[config.mk]
export PLATFORM = sky130hd
export DESIGN_NAME = pattern_detect
export DESIGN_NICKNAME = d
export VERILOG_FILES = /design/src/rtl/pattern_detect_pkg.sv /design/src/rtl/pattern_detect_sat_counter.sv /design/src/rtl/pattern_detect.sv
export SDC_FILE = /design/constraint.sdc
export NUM_CORES = 1
export LEC_CHECK = 0
export CORE_MARGIN = 5
export CORE_UTILIZATION = 45
export CTS_CLUSTER_DIAMETER = 50
export DETAILED_ROUTE_END_ITERATION = 7
export DONT_BUFFER_PORTS = 1
export GPL_TIMING_DRIVEN = 1
export PLACE_DENSITY = 0.64
export SLEW_MARGIN = 20
export SYNTH_ARGS = -nofsm -noshare
export SYNTH_HDL_FRONTEND = slang
export SYNTH_SLANG_ARGS = --single-unit
[constraint.sdc]
create_clock -name clk -period 4.8 [get_ports clk]
set_input_delay 0.72 -clock clk [delete_from_list [all_inputs] [get_ports clk]]
set_output_delay 0.72 -clock clk [all_outputs]
set_load 0.02 [all_outputs]
[src/rtl/pattern_detect_pkg.sv]
// Shared types and helpers for the programmable serial pattern detector.
// Build option: PATTERN_DETECT_CNT_EN adds the saturating match counter.
package pattern_detect_pkg;

    localparam int W_DEF     = 8;
    localparam int CNT_W_DEF = 16;
    localparam int MAX_W     = 64;
    localparam int LEN_W     = $clog2(MAX_W + 1);

    typedef struct packed {
        logic [MAX_W-1:0] pattern;
        logic [MAX_W-1:0] mask;
        logic [LEN_W-1:0] len;
        logic             overlap;
    } cfg_t;

    // Power-on config: the legacy fixed 8-bit overlapping detector.
    localparam cfg_t CFG_DEF = '{
        pattern: MAX_W'(8'b1001_1010),
        mask:    MAX_W'({W_DEF{1'b1}}),
        len:     LEN_W'(W_DEF),
        overlap: 1'b1
    };

    function automatic logic [MAX_W-1:0] calc_emask(
        input logic [MAX_W-1:0] mask,
        input logic [LEN_W-1:0] len
    );
        logic [MAX_W-1:0] len_mask;
        if (len >= LEN_W'(MAX_W)) begin
            len_mask = '1;
        end else begin
            len_mask = (MAX_W'(1) << len) - MAX_W'(1);
        end
        return mask & len_mask;
    endfunction

endpackage

[src/rtl/pattern_detect_sat_counter.sv]
// Saturating up-counter with synchronous clear; clear has priority over increment.
// Only instantiated when PATTERN_DETECT_CNT_EN is defined.
module sat_counter
    import pattern_detect_pkg::*;
#(
    parameter int WIDTH = CNT_W_DEF
) (
    input  logic             clk,
    input  logic             rst_n,
    input  logic             inc,
    input  logic             clr,
    output logic [WIDTH-1:0] cnt
);

    always_ff @(posedge clk or negedge rst_n) begin
        if (!rst_n) begin
            cnt <= '0;
        end else if (clr) begin
            cnt <= '0;
        end else if (inc && (cnt != '1)) begin
            cnt <= cnt + WIDTH'(1);
        end
    end

endmodule

[src/rtl/pattern_detect.sv]
// Runtime-programmable serial pattern detector with mask, length and overlap mode.
// Build option: PATTERN_DETECT_CNT_EN builds the match counter; otherwise match_cnt_r is 0.
module pattern_detect
    import pattern_detect_pkg::*;
#(
    parameter int             W           = W_DEF,
    parameter int             CNT_W       = CNT_W_DEF,
    parameter logic [W-1:0]   PATTERN_DEF = W'(8'b1001_1010)
) (
    input  logic                       clk,
    input  logic                       rst_n,
    input  logic                       in_vld,
    input  logic                       in,
    input  logic                       cfg_vld,
    input  logic [W-1:0]               cfg_pattern,
    input  logic [W-1:0]               cfg_mask,
    input  logic [$clog2(W+1)-1:0]     cfg_len,
    input  logic                       cfg_overlap,
    input  logic                       cnt_clr,
    output logic                       match_r,
    output logic [CNT_W-1:0]           match_cnt_r
);

    localparam int LW = $clog2(W + 1);

    logic [W-1:0]  pat_r;
    logic [W-1:0]  mask_r;
    logic [LW-1:0] len_r;
    logic          ovl_r;

    logic [W-1:0]  shift_r;
    logic [LW-1:0] fill_r;

    logic [W-1:0]  nxt;
    logic [W-1:0]  emask;
    logic [LW-1:0] len_in;
    logic [LW:0]   fill_p1;
    logic [LW-1:0] fill_inc;
    logic          hit;

    assign len_in   = (cfg_len > LW'(W)) ? LW'(W) : cfg_len;
    assign emask    = W'(calc_emask(MAX_W'(mask_r), LEN_W'(len_r)));
    assign nxt      = {shift_r[W-2:0], in};
    assign fill_p1  = {1'b0, fill_r} + (LW+1)'(1);
    assign fill_inc = (fill_r == LW'(W)) ? fill_r : fill_p1[LW-1:0];

    // fill_p1 counts the incoming bit so a window is complete on its len-th bit.
    assign hit = (len_r != '0)
              && (fill_p1 >= {1'b0, len_r})
              && ((nxt & emask) == (pat_r & emask));

    always_ff @(posedge clk or negedge rst_n) begin
        if (!rst_n) begin
            pat_r  <= PATTERN_DEF;
            mask_r <= '1;
            len_r  <= LW'(W);
            ovl_r  <= 1'b1;
        end else if (cfg_vld) begin
            pat_r  <= cfg_pattern;
            mask_r <= cfg_mask;
            len_r  <= len_in;
            ovl_r  <= cfg_overlap;
        end
    end

    // A config load restarts the stream; any bit offered in the same cycle is dropped.
    always_ff @(posedge clk or negedge rst_n) begin
        if (!rst_n) begin
            shift_r <= '0;
            fill_r  <= '0;
            match_r <= 1'b0;
        end else if (cfg_vld) begin
            shift_r <= '0;
            fill_r  <= '0;
            match_r <= 1'b0;
        end else if (in_vld) begin
            shift_r <= nxt;
            match_r <= hit;
            fill_r  <= (hit && !ovl_r) ? '0 : fill_inc;
        end else begin
            match_r <= 1'b0;
        end
    end

`ifdef PATTERN_DETECT_CNT_EN
    sat_counter #(
        .WIDTH (CNT_W)
    ) u_sat_counter (
        .clk   (clk),
        .rst_n (rst_n),
        .inc   (match_r),
        .clr   (cnt_clr | cfg_vld),
        .cnt   (match_cnt_r)
    );
`else
    logic unused_cnt_clr;
    assign unused_cnt_clr = cnt_clr;
    assign match_cnt_r    = '0;
`endif

endmodule

==> impl_metrics.toml, run 1 <==
[worst_setup_path]
start_kind = "flop"
worstSetupEndpointType = "flop"
path_cells = "nor3_1 > nand2_1 > ha_1 > or3_2 > a211oi_1 > nor4_1 > nand4_1 > o21ai_0 > a21oi_1"
regToRegSetupSlack_ns = 2.43
critPathCapture = "fill_r[1]"
cp.required_ns = 5.01
cp_max_fo = 6
worstSetupPathType = "reg -> reg"
r2r-start = "len_r[1]"
cpMaxStageDelayCell = "or3_2"
timing.rr.end = "fill_r[1]"
crit_start = "len_r[1]"
rr_worst_depth = 9
max_stage_delay_ns = 0.48
cp.arrival_ns = 2.58

[drt]
first_pass_iters = 4
drtIter0Drc = 56
ant_nets = 0
avgViaCountPerCell = 5.23
drc = 0
detail_route.wl_per_cell_um = 15.2
vias = 1171
wirelength_um = 3400

[clock_network]
cts_tree = "done"
clk_path_buf_depth = 2
cts_max_level = 2
clock-sinks = 33
postCtsSetupBuffers = 0
cts_buffers = 5
clock-root-buffer = "clkbuf_8"
ctsResizeCount = 0
clock_latency_ns = 0.28
cts_hold_buffers = 0
clk_pin_slew_ns = 0.07

[pwr]
p_leak_nw = 0.860
vdd_drop_max_mv = 0.213
power_mw = 0.625
power_per_cell_area_nw_per_um2 = 323

[sta]
hold_violations = 0
min_period_over_period_pct = 49.5
setup_viol = 0
grt_setup_unrepaired = "false"
slew_viol_final = 0
finClkSkew_ns = 0.00501
tns_ns = 0
layout_setup_ws_ns = 2.43
max_freq_mhz = 421
fin_crit_ns = 2.37
whs_ns = 0.128

[placed_design]
dpl_cell_area_um2 = 1840
dp.cells = 216
port_buffers = 0
gp_congestion = 0.802
dp_hpwl_um = 2520
pre_cts_ws_ns = 2.41

[synthesis]
syn_area_um2 = 1860
syn_avg_cell_area_um2 = 10.8
netlist_instances = 172
ys_types = 39
synth-async-reset-ratio_pct = 100
yosys_warnings = 0
ys_ff_latch = 33
synth_edf_count = 0
seq_area_frac_synth_pct = 45.4
ys.flop_type = "dfrtp_1"

[finish]
final_common_cell = "dfrtp_1"
synthToLayoutAreaGrowth_pct = 4.11
fill_cells = 390
instances_no_fill = 224
fin_area_um2 = 1930
layout_common_cells = "dfrtp_1, mux2_2, conb_1"
multi_input_comb_area_um2 = 903
post-route-util_pct = 48.3
diodes = 0
layout.area.seq_um2 = 843
nNetsFinal = 207
drive_gt1_share_pct = 24.1

[outcome]
outcome = "finished clean"

[global_route]
grt_use_total_pct = 14.1
grt_max_degree = 38
antenna_found_initial = 0
grt_pass1_vias = 1293
grt_overflow_total = 0
grt_first_pass_wirelength_um = 5980

[floorplan]
coreArea_um2 = 4000
initial_core_util_pct = 46.4
dieArea_um2 = 5510
io_pins = 44
die_h_um = 74.2
std_cell_rows = 23
die_w_um = 74.2

[worst_hold_path]
hp-class = "in -> async"

[job]
max-cap-violations = 0
-- layout make-up --
type                            count  area share [%]
Inverter                            7            1.36
Tap cell                           50            3.24
Sequential cell                    33            43.7
Clock inverter                      2           0.712
Clock buffer                        6            4.27
Multi-Input combinational cell    126            46.8
-- synthesized netlist by cell type (all sizes together), types with 3 or more instances --
library cell	instances	area share, %
nand2b	4	1.3
xnor2	5	2.4
o22ai	4	1.3
mux2i	7	3.8
inv	7	1.4
nor2	9	1.8
nand2	10	2.0
o21ai	7	1.9
xor2	5	2.4
nand3	3	0.81
dfrtp	19	26
buf	19	7.1
dfstp	14	20
a21oi	5	1.3
mux2	17	10
ha	7	4.7
-- logic make-up after synthesis --
family | after synthesis | share of synthesized area [%]
AO/OA/AOI/OAI | 24 | 7.82
other | 1 | 0.202
buffers and inverters | 28 | 8.90
AND/OR/NAND/NOR | 45 | 14.1
multiplexers | 24 | 14.1
flip-flops | 33 | 45.4
XOR/XNOR | 10 | 4.72
adder cells (fa/ha/maj) | 7 | 4.72
-- worst min path at each step --
stage                             to  start  slack [ns]  cells after the start
after floorplan            fill_r[0]  rst_n        0.42                      0
after global placement      len_r[2]  rst_n        0.43                      0
after detailed placement    len_r[2]  rst_n        0.43                      0
after CTS                 shift_r[5]  rst_n        0.12                      0
after global routing        pat_r[0]  rst_n        0.11                      0
final                     shift_r[1]  rst_n        0.13                      0
-- state kept, by name, indices dropped and copies added, names as in the netlist --
signal   cells
fill_r       4
len_r        4
mask_r       8
match_r      1
ovl_r        1
pat_r        8
shift_r      7
-- worst max-delay path, delay by kind of cell (launching register included) --
| family | cells | cell delay, ns |
|---|---|---|
| fa+ha+maj | 1 | 0.25 |
| compound gates | 3 | 0.52 |
| flops | 1 | 0.44 |
| simple gates | 5 | 1.10 |
-- metal layers --
layer | up-vias | track usage, % | wire length (um)
met3 | 5 | 4.46 | 249
met4 | 0 | 4.74 | 35
li1 | 570 | - | -
met1 | 561 | 17.9 | 1510
met5 | - | 0 | 0
met2 | 35 | 22.7 | 1610
-- report_power, final --
group	internal (mW)	total (mW)	switching [mW]
Clock	0.116	0.217	0.101
Combinational	0.0406	0.0805	0.0400
Sequential	0.307	0.327	0.0197
Total	0.464	0.625	0.161
(Power assumes the default switching activity.)
==> run 2, diff against run 1 <==
Settings changed: PLACE_DENSITY 0.64 to 0.66.
Clock period 4.8 ns to 2.02 ns, I/O delays scaled along.
==> run 2 against run 1 <==
  * The flow now finishes with violations (setup timing)
  * Critical endpoint unchanged
  * Die area is the same
  * Final cell count rose by 4.9%
  * Flip-flop and latch count unchanged
  * Count of clock-buffer cells in the layout rose by 1
==> impl_metrics.toml, run 2 (same netlist as run 1, synthesis figures left out) <==
[worst_setup_path]
path_depth = 9
cp_max_fo = 4
crit_family = "simple AND/OR/NAND/NOR gates"
worstSetupEndpointType = "flop"
regToRegSetupSlack_ns = -0.16
max_stage_delay_ns = 0.41
critPathBufInv = 0
cpMaxStageDelayCell = "dfrtp_1"
worstSetupPathType = "reg -> reg"
start_kind = "flop"
rr_worst_depth = 9
cp.required_ns = 2.22
timing.rr.end = "fill_r[1]"
r2r-start = "len_r[1]"
path_cells = "nor3_2 > nand2_1 > ha_4 > or3_4 > a211oi_4 > nor4_1 > nand4_1 > o21ai_1 > a21oi_1"
cp.arrival_ns = 2.38

[floorplan]
die_w_um = 74.2
die_h_um = 74.2
initial_core_util_pct = 46.4
dieArea_um2 = 5510
coreArea_um2 = 4000
std_cell_rows = 23
io_pins = 44

[drt]
drtIter0Drc = 43
ant_nets = 0
wirelength_um = 3680
detail_route.wl_per_cell_um = 15.7
vias = 1222
first_pass_iters = 4
drc = 0
avgViaCountPerCell = 5.20

[clock_network]
cts_max_level = 2
clock-sinks = 33
clock-root-buffer = "clkbuf_8"
clk_pin_slew_ns = 0.07
cts_tree = "done"
clock_latency_ns = 0.29
clk_path_buf_depth = 2
cts_buffers = 5

[pwr]
vdd_drop_max_mv = 0.460
power_per_cell_area_nw_per_um2 = 752
p_leak_nw = 0.918
power_mw = 1.56

[placed_design]
port_buffers = 0
dp_hpwl_um = 2660
gp_congestion = 0.880
dpl_cell_area_um2 = 1900

[sta]
setup_viol = 5
max_freq_mhz = 458
min_period_over_period_pct = 108
hold_violations = 0
whs_ns = 0.0734
finClkSkew_ns = 0.0107
slew_viol_final = 0
fin_crit_ns = 2.18
grt_setup_unrepaired = "true"
layout_setup_ws_ns = -0.162

[job]
max-cap-violations = 0

[worst_hold_path]
holdPathStages = 1
hold_path_end = "shift_r[4]"
hp-class = "in -> reg"
hp-start = "cfg_vld"

[finish]
fill_cells = 352
top_regs = "mask_r: 8 flops, pat_r: 8 flops, shift_r: 7 flops"
synthToLayoutAreaGrowth_pct = 11.9
diodes = 0
drive_gt1_share_pct = 31.4
fin_area_um2 = 2080
nNetsFinal = 218
layout_common_cells = "dfrtp_1, mux2_2, conb_1"
post-route-util_pct = 51.9
final_common_cell = "dfrtp_1"

[global_route]
grt_overflow_total = 0
grt_first_pass_wirelength_um = 5870
grt_use_total_pct = 14.5
antenna_found_initial = 0
grt_max_degree = 38
grt_pass1_vias = 1258

[outcome]
outcome = "finished with violations"
violations = "setup timing"
## run 2: cell types whose count changed in the layout (fill, tap and decap cells not counted), sizes merged
cell	previous run	this run
buf	0	10
clkinvlp	0	1
clkinv	2	0
dlygate4sd3	0	1
clkbuf	6	7
## run 2: worst reg2reg max path: cells and delay by family (launching register included)
kind,cells,cell delay [ns]
adders and majority gates,1,0.19
and+or+nand+nor,5,0.99
AOI/OAI and AO/OA,3,0.50
DFF,1,0.41
## run 2: power breakdown
part	leakage (nW)	internal, mW	switching, mW	total [mW]
Combinational	0.475	0.137	0.142	0.279
Clock	0.0445	0.277	0.236	0.513
Sequential	0.398	0.730	0.0402	0.770
Total	0.918	1.14	0.418	1.56
## run 2: repair_timing
item                                   in CTS  in global routing
gates cloned                                0                  0
setup endpoints to repair                   4                  5
setup buffers                               0                  2
hold buffers                                2                  0
gates resized for setup                     1                  6
endpoints found under the hold margin      33                  0
pin swaps                                   2                  3
## run 2: layout make-up
cell class | instances | area, um^2 | area share (%)
flip-flops and latches | 33 | 843 | 40.6
clock inverters | 1 | 7.51 | 0.362
repair buffers | 11 | 97.6 | 4.70
clock buffers | 7 | 86.3 | 4.16
multi-input cells | 126 | 952 | 45.9
inverters | 7 | 26.3 | 1.27
well taps | 50 | 62.6 | 3.01
## run 2: how the worst max path moves through the flow
stage | slack (ns) | start | endpoint
2_1_floorplan | 0.08 | len_r[1] | fill_r[0]
3_3_place_gp | -0.007 | len_r[3] | fill_r[1]
3_5_place_dp | -0.13 | len_r[1] | fill_r[1]
4_1_cts | -0.14 | len_r[1] | fill_r[2]
5_1_grt | -0.28 | len_r[1] | fill_r[1]
6_report | -0.16 | len_r[1] | fill_r[1]
## run 2: stage by stage
step | TNS [ns] | setup WS [ns] | std cells
CTS | -0.514 | -0.137 | 233
finish | -0.643 | -0.162 | 235
detailed placement | -0.439 | -0.133 | 223
global route | -1.18 | -0.281 | 235
global placement | -0.0134 | -0.00662 | 223
floorplan | 0 | 0.0760 | 187
## run 2: metal layers
| layer | wire (um) | global-route usage (%) | up-vias |
|---|---|---|---|
| met5 | 0 | 0 | - |
| met4 | 27 | 5.53 | 0 |
| met3 | 236 | 6.35 | 2 |
| met2 | 1890 | 24.0 | 28 |
| met1 | 1530 | 16.6 | 602 |
| li1 | - | - | 590 |
==> edit (config.mk and constraints of run 2) <==
Add a define of `PATTERN_DETECT_CNT_EN`.
--- a/src/rtl/pattern_detect.sv
+++ b/src/rtl/pattern_detect.sv
@@ -1,5 +1,7 @@
 // Runtime-programmable serial pattern detector with mask, length and overlap mode.
 // Build option: PATTERN_DETECT_CNT_EN builds the match counter; otherwise match_cnt_r is 0.
+`define PATTERN_DETECT_CNT_EN
+
 module pattern_detect
     import pattern_detect_pkg::*;
 #(
Formal check against the unedited RTL: not equivalent (a bounded check fails within 4 cycles, from zero or initial values and one cycle with rst_n low).
==> edit against run 2 <==
The run still ends with setup timing left; synthesized cell count up 42%; cell area increased by 47%; power grew 27%; sequential power rose by 42%; via count grew 53%; die area grew 34%; area after synthesis is 40% higher; wire length up 44%; sequential cell count increased by 16; worst setup slack got worse by 0.40 ns; final cell count up 49%.
==> edit: results (changes against run 2) <==
sta:
  slew-limit-headroom_pct: 69.0
  setup_viol: 5  # unchanged
  setup_slack_ns: -0.560  # -0.398 ns
  tns_ns: -2.40  # -1.76 ns
  fin_skew_ns: 0.00424  # -0.00646 ns
setup_path:
  r2r_cells: 8  # -1
  timing.rr.end: "fill_r[0]"
  critPathMaxFanout: 7  # +3
  arrival_ns: 2.76  # +0.38 ns
finish:
  diodes: 0  # unchanged
  drive_above_1_share_pct: 32.1  # +0.78 points
  fin_nets: 311  # +43%
  fill_cells: 503  # +43%
  reg.largest.list: "u_sat_counter.cnt (16), mask_r (8), pat_r (8)"
outcome:
  status: "finished with violations"
  failed_checks: "setup timing"
placement:
  io_buffers: 0  # unchanged
  dpl.hpwl_um: 3890  # +47%
  gp_congestion: 0.795  # -9.6%
  dp.cells: 338  # +52%
detailed_routing:
  wire_per_inst_um: 15.2  # -3.2%
  routed_wl_um: 5300  # +44%
  vias: 1864  # +53%
  drt_iter0_drc: 57  # +33%
logic_synthesis:
  avgSynthCellArea_sq_um: 10.7  # -1.1%
  yosysTopAreaCellShare_pct: 33.6  # +8.0 points
  yosysUniqueCellTypes: 54  # +38%
  seq_area_frac_synth_pct: 47.8  # +2.3 points
  yosys-top-cells-count: "dfrtp_1 (35), nor2_1 (27), nand2_1 (18)"
  yosys-top-cells-area: "dfrtp_1 (34%), dfstp_2 (14%), mux2_2 (6.9%)"
power_and_ir_drop:
  leakagePower_nw: 1.33  # +44%
  ir_drop_uv: 519  # +13%
run:
  maxCapViolations: 0  # unchanged
cts:
  clkSlewWorstSetupHoldPaths_ns: 0.09  # +0.02 ns
global_routing:
  grt_max_degree: 50  # +32%
  grt_util_all_layers_pct: 15.1  # +0.60 points
  grt_pass1_wl_um: 8850  # +51%
hold_path:
  min_delay_worst_endpoint: "shift_r[0]"
==> edit: cell types whose count changed in the layout (fill, tap and decap cells not counted), moves of 3 or more <==
cell,change
nand3_1,+8
o211ai_1,+3
o21ai_1,-3
xor2_1,+11
nand2_1,+9
o21ai_0,+3
conb_1,-16
nor2_1,+18
dfrtp_1,+15
inv_1,+3
buf_4,+24
==> edit: worst max-delay path, stage by stage (launching register included) <==
cell and delay [ns]:
dfrtp_1 0.40, or4_4 0.54, ha_4 0.20, buf_4 0.13, xnor2_1 0.20, o22ai_2 0.13
or4_4 0.55, o2111ai_2 0.20, o211ai_1 0.11
==> edit: where the power goes <==
part           internal (mW)  leakage, nW  switching (mW)  total (mW)
clock network          0.248       0.0456           0.338       0.586
logic                  0.169        0.660           0.146       0.315
registers               1.05        0.620          0.0372        1.09
total                   1.47         1.33           0.522        1.99
==> edit: what timing repair did <==
action / in CTS / in global routing
hold buffers: 2 / 0
setup buffers: 0 / 1
pin swaps: 3 / 1
endpoints found under the setup margin: 5 / 5
gates cloned: 0 / 0
resized for setup: 4 / 1
hold endpoints to repair: 49 / 0
==> edit: layout make-up <==
cell class / instances / area (sq um) / area share (%)
multi-input combinational: 175 / 1310 / 42.8
tap: 72 / 90.1 / 2.95
timing repair buffer: 35 / 285 / 9.35
clock buffer: 6 / 72.6 / 2.38
clock inverter: 2 / 13.8 / 0.451
inverter: 10 / 37.5 / 1.23
sequential: 49 / 1240 / 40.8
==> edit: worst max-delay path by stage <==
stage	from	end	slack (ns)	depth (start not counted)
after floorplan	len_r[1]	fill_r[0]	-0.50	8
after global placement	len_r[3]	fill_r[0]	-0.49	8
after detailed placement	len_r[3]	fill_r[0]	-0.53	8
after CTS	len_r[1]	fill_r[2]	-0.53	8
after global routing	len_r[1]	fill_r[2]	-0.67	8
final	len_r[1]	fill_r[0]	-0.56	8
==> edit: per-layer routing <==
layer  share of wire (%)  up-vias  wire, um  track usage, %
li1                    -      924         -               -
met1                  45      897      2390            19.5
met2                  48       38      2570            24.5
met3                 5.3        5       283            4.80
met4                 1.0        0        55            3.88
met5                   0        -         0               0
==> edit: kinds of logic after synthesis <==
group	Yosys count	synth area share, %
AOI/OAI and AO/OA	35	10.1
adders and majority gates	8	3.84
muxes	24	10.0
and+or+nand+nor	85	16.9
xor gates and xnor gates	23	7.74
DFF	49	47.8
buffers and inverters	20	3.65
==> edit: per-stage QoR <==
stage	area (sq um)	setup slack [ns]	power, mW	util [%]	hold slack, ns
after floorplan	2620	-0.503	1.32	-	0.00741
after global placement	2890	-0.494	1.38	51.9	0.00891
after detailed placement	2890	-0.532	1.39	51.9	0.00870
after CTS	3040	-0.535	2.01	54.5	0.0469
after global routing	3050	-0.669	2.11	54.7	0.0448
final	3050	-0.560	1.99	54.7	0.0591
